===== config.mk =====
export PLATFORM = sky130hd
export DESIGN_NAME = bcd_updown_counter_n
export DESIGN_NICKNAME = d
export VERILOG_FILES = /design/src/rtl/bcd_updown_counter_n.sv
export SDC_FILE = /design/constraint.sdc
export NUM_CORES = 1
export LEC_CHECK = 0
export ABC_AREA = 1
export BUFFER_PORTS_ARGS = -buffer_cell sky130_fd_sc_hd__buf_2
export CORE_ASPECT_RATIO = 1.4
export CORE_MARGIN = 4
export CORE_UTILIZATION = 45
export DETAILED_ROUTE_END_ITERATION = 16
export GPL_TIMING_DRIVEN = 0
export PLACE_DENSITY = 0.78
export SETUP_SLACK_MARGIN = 0.5
export SYNTH_ARGS = -nofsm -noshare
export SYNTH_HDL_FRONTEND = slang
export SYNTH_SLANG_ARGS = --single-unit

===== constraint.sdc =====
create_clock -name clk -period 1.2 [get_ports clk]
set_input_delay 0.18 -clock clk [delete_from_list [all_inputs] [get_ports clk]]
set_output_delay 0.18 -clock clk [all_outputs]
set_load 0.005 [all_outputs]

===== src/rtl/bcd_updown_counter_n.sv =====
// Multi-digit cascaded BCD up/down counter with count enable, checked parallel load,
// and a combinational carry/borrow output for chaining instances.
module bcd_updown_counter_n #(
    parameter int unsigned                DIGITS  = 4,
    parameter logic [4*DIGITS-1:0]        RST_VAL = '0
) (
    input  logic                  clk,
    input  logic                  rst,
    input  logic                  en,
    input  logic                  up,
    input  logic                  load,
    input  logic [4*DIGITS-1:0]   d,
    output logic [4*DIGITS-1:0]   q,
    output logic                  co,
    output logic                  load_err
);

    localparam int unsigned W = 4 * DIGITS;

    logic [W-1:0]    load_val;
    logic            load_bad;
    logic [W-1:0]    q_step;
    logic [DIGITS:0] below_nine;
    logic [DIGITS:0] below_zero;

    // below_nine[i]: every digit under position i is 9, so digit i steps when counting up.
    always_comb begin
        below_nine    = '0;
        below_zero    = '0;
        below_nine[0] = 1'b1;
        below_zero[0] = 1'b1;
        for (int i = 0; i < DIGITS; i++) begin
            below_nine[i+1] = below_nine[i] & (q[4*i +: 4] == 4'd9);
            below_zero[i+1] = below_zero[i] & (q[4*i +: 4] == 4'd0);
        end
    end

    // Illegal nibbles load as 0 and raise the error flag.
    always_comb begin
        load_val = '0;
        load_bad = 1'b0;
        for (int i = 0; i < DIGITS; i++) begin
            if (d[4*i +: 4] > 4'd9) begin
                load_bad = 1'b1;
            end else begin
                load_val[4*i +: 4] = d[4*i +: 4];
            end
        end
    end

    always_comb begin
        q_step = q;
        for (int i = 0; i < DIGITS; i++) begin
            if (up) begin
                if (below_nine[i]) begin
                    q_step[4*i +: 4] = (q[4*i +: 4] == 4'd9) ? 4'd0 : q[4*i +: 4] + 4'd1;
                end
            end else begin
                if (below_zero[i]) begin
                    q_step[4*i +: 4] = (q[4*i +: 4] == 4'd0) ? 4'd9 : q[4*i +: 4] - 4'd1;
                end
            end
        end
    end

    always_ff @(posedge clk) begin
        if (!rst) begin
            q        <= RST_VAL;
            load_err <= 1'b0;
        end else if (load) begin
            q        <= load_val;
            load_err <= load_bad;
        end else begin
            load_err <= 1'b0;
            if (en) begin
                q <= q_step;
            end
        end
    end

    assign co = en & ~load & rst & (up ? below_nine[DIGITS] : below_zero[DIGITS]);

endmodule


Word-level counts from Yosys, hierarchy flattened
Cells that the tools add are included.
{"block": "word_totals", "register_bits": 17, "input_bits": 21}
{"block": "classes", "mux": 29, "magnitude_cmp": 4, "n_addsub": 8, "reduce_logical": 12, "eq_ne": 7, "n_bitwise": 10}
{"cell": "$mux 4", "count": 22}
{"cell": "$mux 16", "count": 2}
{"cell": "$add 4x1->4 const B", "count": 4}
{"cell": "$eq 4x4->1 const B", "count": 4}
{"cell": "$gt 4x4->1 const B", "count": 4}
{"cell": "$logic_not 4->1", "count": 4}
{"cell": "$sub 4x1->4 const B", "count": 4}
{"cell": "$and 1x1->1", "count": 9}
{"cell": "$ne 3x1->1 const B", "count": 3}
{"cell": "$reduce_and 3->1", "count": 3}
{"cell": "$reduce_bool 3->1", "count": 3}
{"cell": "$mux 1", "count": 5}
{"cell": "$reduce_and 2->1", "count": 1}
{"cell": "$reduce_bool 2->1", "count": 1}
{"cell": "$not 1->1", "count": 1}

Depth between registers and ports, before layout
Gate-level depths: netlist of the first run.
{"block": "depth", "ltp_word": 7, "mapped_depth": 10, "ltp_nobuf": 10}

Worst setup path after synthesis of the first run
OpenSTA, ideal clock, no wires.
{"block": "synth_path", "path_kind": "register -> output", "from": "register q[7]", "to": "output port co", "arrival_ns": 1.123, "required_ns": 1.020, "setup_slack_ns": -0.103, "path_buffers": 0, "path_stages_with_launch": 7, "path_cell_list": "dfxtp_1 nand2_1 nor2_2 nand3_1 o21ai_0 nand2_1 a21oi_1"}
{"block": "synth_between", "elab_chain_cells": 6}
{"element": "from (decl)", "line_no": "13", "source": "output logic [4*DIGITS-1:0] q,"}
{"element": "from (signal assigned)", "line_no": "71", "source": "q <= load_val;"}
{"element": "from (signal assigned)", "line_no": "76", "source": "q <= q_step;"}
{"element": "$eq 4x4->1 or $logic_not 4->1 (tied branches)", "line_no": "33, 34"}
{"element": "$and 1x1->1, on equally long branches (3 in series)", "line_no": "33, 34"}
{"element": "$mux 1 (*)", "line_no": "81", "source": "assign co = en & ~load & rst & (up ? below_nine[DIGITS] : below_zero[DIGITS]);"}
{"element": "$and 1x1->1 (*)", "line_no": "81"}
{"element": "to (decl)", "line_no": "14", "source": "output logic co,"}
Mark *: on every way between the ends. The rest lies on a longest branch, timed or not.

Final worst setup path of the first run
{"block": "layout_path", "from": "register q[2]", "to": "output port co"}
Same word-level chain as after synthesis.

==> metrics.txt, run 1 <==
Peak Freq=596 MHz; clock skew=0.00456 ns; post-layout minimum cycle time=1.68 ns; CP required=slightly above 1 ns; final core utilization=between 70% and 80%; Worst-Margin Slew=between 0.4 and 0.5 ns; Clock H-tree levels=1; PnR worst setup slack=-0.479 ns; Slew Limit Fails=0; cts bufs inserted=3; clock latency on the worst-skew pair=0.27 ns; die footprint=about 0.0044 sq mm; endpoints failing hold=0; compound-gate portion of the synthesized area=between 10% and 20%; Worst path slowest cell=dfxtp_4; Core ar.=between 0.003 and 0.004 sq mm; sequential power share=about a third; clock power share=a little over a fifth; Syn. warnings=0; CTS Sinks=17; Crit Path Category=flip-flop to output pin; commonest non-fill, non-tap cell in the layout=nand2_1; Initial DRC Count=roughly 170; height of the die=between 70 and 80 microns; Sw Pwr=around 0.94 mW; Power Density=around 940 mW/mm^2; VDD IR max=around 0.85 mV; largest family of logic cells by synthesized area=simple AND/OR/NAND/NOR gates; TritonCTS clock tree=yes; Worst Setup Start Kind=flip-flop; Synthesized Nets=282; fin cells=between 300 and 400; GRT Total Usage=around a quarter; failing checks=negative setup slack; share of layout cells above drive strength 1=around 48%; Placed Cells incl. Taps=338; global-route wire length before repair=between 8000 and 9000 microns; Storage cell area=between 300 and 400 sq um; Critical Path End Type=output pin; Synth top area share=approximately 22%; Mean Syn Cell Area=5.81 sq um; critical path peak fanout=5; Min Hold Slack=0.177 ns; gpl congestion=a little over 0.9; Clock Path Buffers=2; leakage power=roughly 1.2 nW; sw frac=roughly 41%; Yosys cell types=30; Cell Chain, Critical Path=inv_4 > nand2_4 > nor2_4 > nand3_2 > o21ai_1 > nand2_1 > a21oi_2 > buf_2; most frequent cells in the layout=nand2_1, nand3_1, nor2_1, buf_6, buf_2; synthesized cell area=0.00152 sq mm; diode count=0; port buffer count=38; initial antenna violation count=0; Final nets=355; residual DRC count=0; Internal Power=about 1.3 mW; period utilization=140%; area of the multi-input gates=0.00120 sq mm; clk root buf=clkbuf_8; die width=57.0 microns; fill cell count=~240; xor/xnor share of the synthesized area=under 10%; post-DP HPWL=3340 microns; DR pass1 iterations=5; synthesis-to-layout area growth=60.1%; status=finished with violations; slowest stage delay, CP=~0.37 ns; site row count=24; mux contribution to synthesized area=0%; final setup fails=16; Initial Util=roughly 48%; synth top area cells=dfxtp_1, nand2_1, nand3_1, nor2_1, inv_1; register bit total from synthesis=17; total wire length=~6000 microns; adder-cell share of the synthesized area=0%; simple-gate share of the synthesized area=approximately 49%; combinational group share of total power=46.5%; Synth Instances=approximately 260; Worst-path clk slew=about 0.080 ns; antenna-violating nets left=0; Worst Hold Class=input pin to flip-flop; RSZ-0062 raised after global routing=true; total gr overflow=0; setup TNS=-4.83 ns; vias in the first global route=about 2000; detailed-route via count=roughly 2200; Via density=between 5 and 6; Worst EP arrival=about 1.5 ns; Worst slew margin=a little over two thirds; Routed WL per cell=15.9 microns; pin count of the biggest net entering global routing=11; Max-Cap Viols=0; Yosys top cell by area=dfxtp_1; I/O Pins=39; Seq/Total Area, Yosys=22.5%
[power by group through the flow]
stage | sequential, mW | combinational (mW) | clock (mW)
3_3_place_gp | 0.729 | 0.689 | 0
2_1_floorplan | 0.721 | 0.498 | 0
5_1_grt | 0.748 | 1.14 | 0.502
6_report | 0.739 | 1.06 | 0.480
3_5_place_dp | 0.732 | 0.700 | 0
4_1_cts | 0.728 | 0.844 | 0.462
[state kept, by name (all words and copies together), names as in the netlist]
| name | cells |
|---|---|
| q | 16 |
| load_err | 1 |
[through the flow]
stage	worst slack, ns	cell area (sq um)	total power [mW]
6_report	-0.479	2430	2.28
5_1_grt	-0.537	2430	2.39
2_1_floorplan	-0.0175	1570	1.22
3_5_place_dp	-0.233	1810	1.43
3_3_place_gp	-0.226	1810	1.42
4_1_cts	-0.402	2130	2.04
[synthesized netlist by cell type, drive strengths merged]
library cell	instances
a21oi	12
a31oi	2
a41oi	1
buf	3
clkbuf	1
dfxtp	17
inv	36
nand2	75
nand3	31
nand3b	1
nand4	4
nor2	44
nor3	2
nor4	1
o2111ai	1
o211ai	4
o21ai	22
or2	1
xor2	3
[what timing repair did]
action / CTS / global route
setup buffers: 10 / 20
pin swaps: 16 / 20
setup endpoints to repair: 35 / 35
hold buffers: 0 / 0
gates resized for setup: 56 / 46
cloned: 0 / 0
[layer usage]
metal  GRT usage [%]  wire length, microns
met1            24.9                  2180
met2            42.3                  2910
met3            3.36                   461
met4            17.6                   387
met5               0                     0
[kinds of logic (layout without fill, tap and decap cells)]
| group | Yosys count | after routing |
|---|---|---|
| AND/OR/NAND/NOR | 159 | 159 |
| AO/OA/AOI/OAI | 42 | 42 |
| buffers and inverters | 40 | 112 |
| flip-flops | 17 | 17 |
| XOR/XNOR | 3 | 3 |
[final timing paths]
path	from	endpoint	slack, ns	cells past startpoint
setup / recovery	q[2]	co	-0.48	8
hold / removal	d[0]	q[0]	0.18	3
setup reg to reg	q[2]	q[14]	-0.40	12
hold reg to reg	q[9]	q[9]	0.56	4
[cell type report]
cell class              instances  share of cell area, %
multi-input cells             204                   49.7
repair buffers                 68                   22.9
flip-flops and latches         17                   16.2
inverters                      36                   6.19
well taps                      39                   2.01
clock buffers                   4                   1.86
plain buffers                   4                   1.19
[critical path, delay by kind of cell (launching register included)]
family,cells,cell delay (ns)
AOI/OAI and AO/OA,2,0.24
and+or+nand+nor,4,0.43
DFF,1,0.37
buffers and inverters,2,0.18
Power figures use the tool's default switching activity.
==> inputs of run 2 (changes only) <==
CORE_MARGIN = unset   (was 4)
==> metrics.txt, run 2 (same netlist as run 1, synthesis figures left out) <==
clock skew=between 0.003 and 0.004 ns; gpl congestion=0.902; Core ar.=around 0.0032 sq mm; Power Density=933 mW/mm^2; DP Area=0.00181 sq mm; largest registers=q: 16 flops, load_err: 1 flops; Initial Util=just under 50%; Worst-Margin Slew=0.345 ns; DR pass1 iterations=4; die footprint=0.00361 sq mm; Peak Freq=between 600 and 700 MHz; synthesis-to-layout area growth=64.7%; failing checks=negative setup slack; Via density=approximately 5.5; vias in the first global route=~1900; TritonCTS clock tree=yes; residual DRC count=0; Hold Buf Count CTS=0; Initial DRC Count=~120; I/O Pins=39; most frequent cells in the layout=nand2_1, buf_6, nand3_1; VDD IR max=~0.68 mV; critical path peak fanout=3; detailed-route via count=approximately 2100; status=finished with violations; cts bufs inserted=3; antenna-violating nets left=0; period utilization=138%; Routed WL per cell=between 10 and 15 microns; CP required=about 1.0 ns; port buffer count=38; slowest stage delay, CP=0.37 ns; global-route wire length before repair=roughly 8100 microns; Worst EP arrival=roughly 1.5 ns; GRT Total Usage=between 20% and 30%; commonest non-fill, non-tap cell in the layout=nand2_1; leakage power=1.21 nW; Worst Setup Start Kind=flip-flop; Slew Limit Fails=0; max FFs per register=16; PnR worst setup slack=-0.458 ns; post-DP HPWL=about 3300 microns; Final nets=between 300 and 400; endpoints failing hold=0; Crit Path Category=flip-flop to output pin; die width=between 50 and 60 microns; fin cells=between 300 and 400; Clock Path Buffers=2; Worst Hold Class=input pin to flip-flop; clk root buf=clkbuf_8; Max-Cap Viols=0; total wire length=5450 microns; design area=around 0.0025 sq mm; initial antenna violation count=0; CTS Sinks=17; Worst slew margin=76.8%; Placed Cells incl. Taps=about 340; Design Power=2.33 mW; height of the die=about 71 microns; Worst path slowest cell=dfxtp_4; post-layout minimum cycle time=1.66 ns; site row count=24; clock latency on the worst-skew pair=approximately 0.26 ns; share of layout cells above drive strength 1=about half; total gr overflow=0; Cell Chain, Critical Path=inv_2 > nand2_2 > nor2_4 > nand3_2 > o21ai_2 > nand2_1 > a21oi_2 > buf_2; diode count=0; register with the most flip-flops=q; RSZ-0062 raised after global routing=true; pin count of the biggest net entering global routing=11; Worst-path clk slew=around 0.08 ns; final setup fails=16; Critical Path End Type=output pin; Clock H-tree levels=1
-- run 2: layout make-up --
type | instances | area (sq um)
Sequential cell | 17 | 393
Clock inverter | 1 | 5.00
Fill cell | 228 | 658
Timing Repair Buffer | 73 | 606
Clock buffer | 3 | 41.3
Inverter | 36 | 145
Buffer | 4 | 31.3
Multi-Input combinational cell | 204 | 1220
Tap cell | 39 | 48.8
-- run 2: what timing repair did --
item,4_1_cts,5_1_grt
setup buffers,20,15
pin swaps,18,22
gates resized for setup,74,33
endpoints found under the setup margin,35,35
endpoints found under the hold margin,0,0
gates cloned,0,0
-- run 2: where the power goes --
| part | switching [mW] | internal (mW) | total [mW] |
|---|---|---|---|
| Clock | 0.230 | 0.232 | 0.462 |
| Combinational | 0.603 | 0.538 | 1.14 |
| Sequential | 0.0954 | 0.629 | 0.724 |
| Total | 0.929 | 1.40 | 2.33 |
-- run 2: worst paths after layout --
kind / start / endpoint / slack [ns] / cells after the start
hold / removal: d[0] / q[0] / 0.17 / 3
hold reg to reg: q[0] / q[0] / 0.60 / 3
setup / recovery: q[1] / co / -0.46 / 8
setup reg to reg: q[1] / q[6] / -0.31 / 11
-- run 2: critical path, delay by kind of cell (launching register included) --
kind | cells | cell delay [ns]
buf+inv | 2 | 0.20
compound gates | 2 | 0.26
flops | 1 | 0.37
simple gates | 4 | 0.40
-- run 2: metrics by stage --
step                util, %  TNS, ns  hold WS, ns  setup slack, ns
global route           79.1    -4.76        0.169           -0.507
CTS                    71.6    -1.87        0.162           -0.398
floorplan                 -  -0.0339        0.309          -0.0175
finish                 79.1    -3.81        0.172           -0.458
global placement       57.5    -2.36        0.451           -0.252
detailed placement     57.5    -2.40        0.448           -0.267
-- run 2: layer usage --
metal / share of wire (%) / GRT usage, %
met2: 53 / 53.1
met4: 2.3 / 13.9
met1: 39 / 32.5
met5: 0 / 0
met3: 5.5 / 3.66
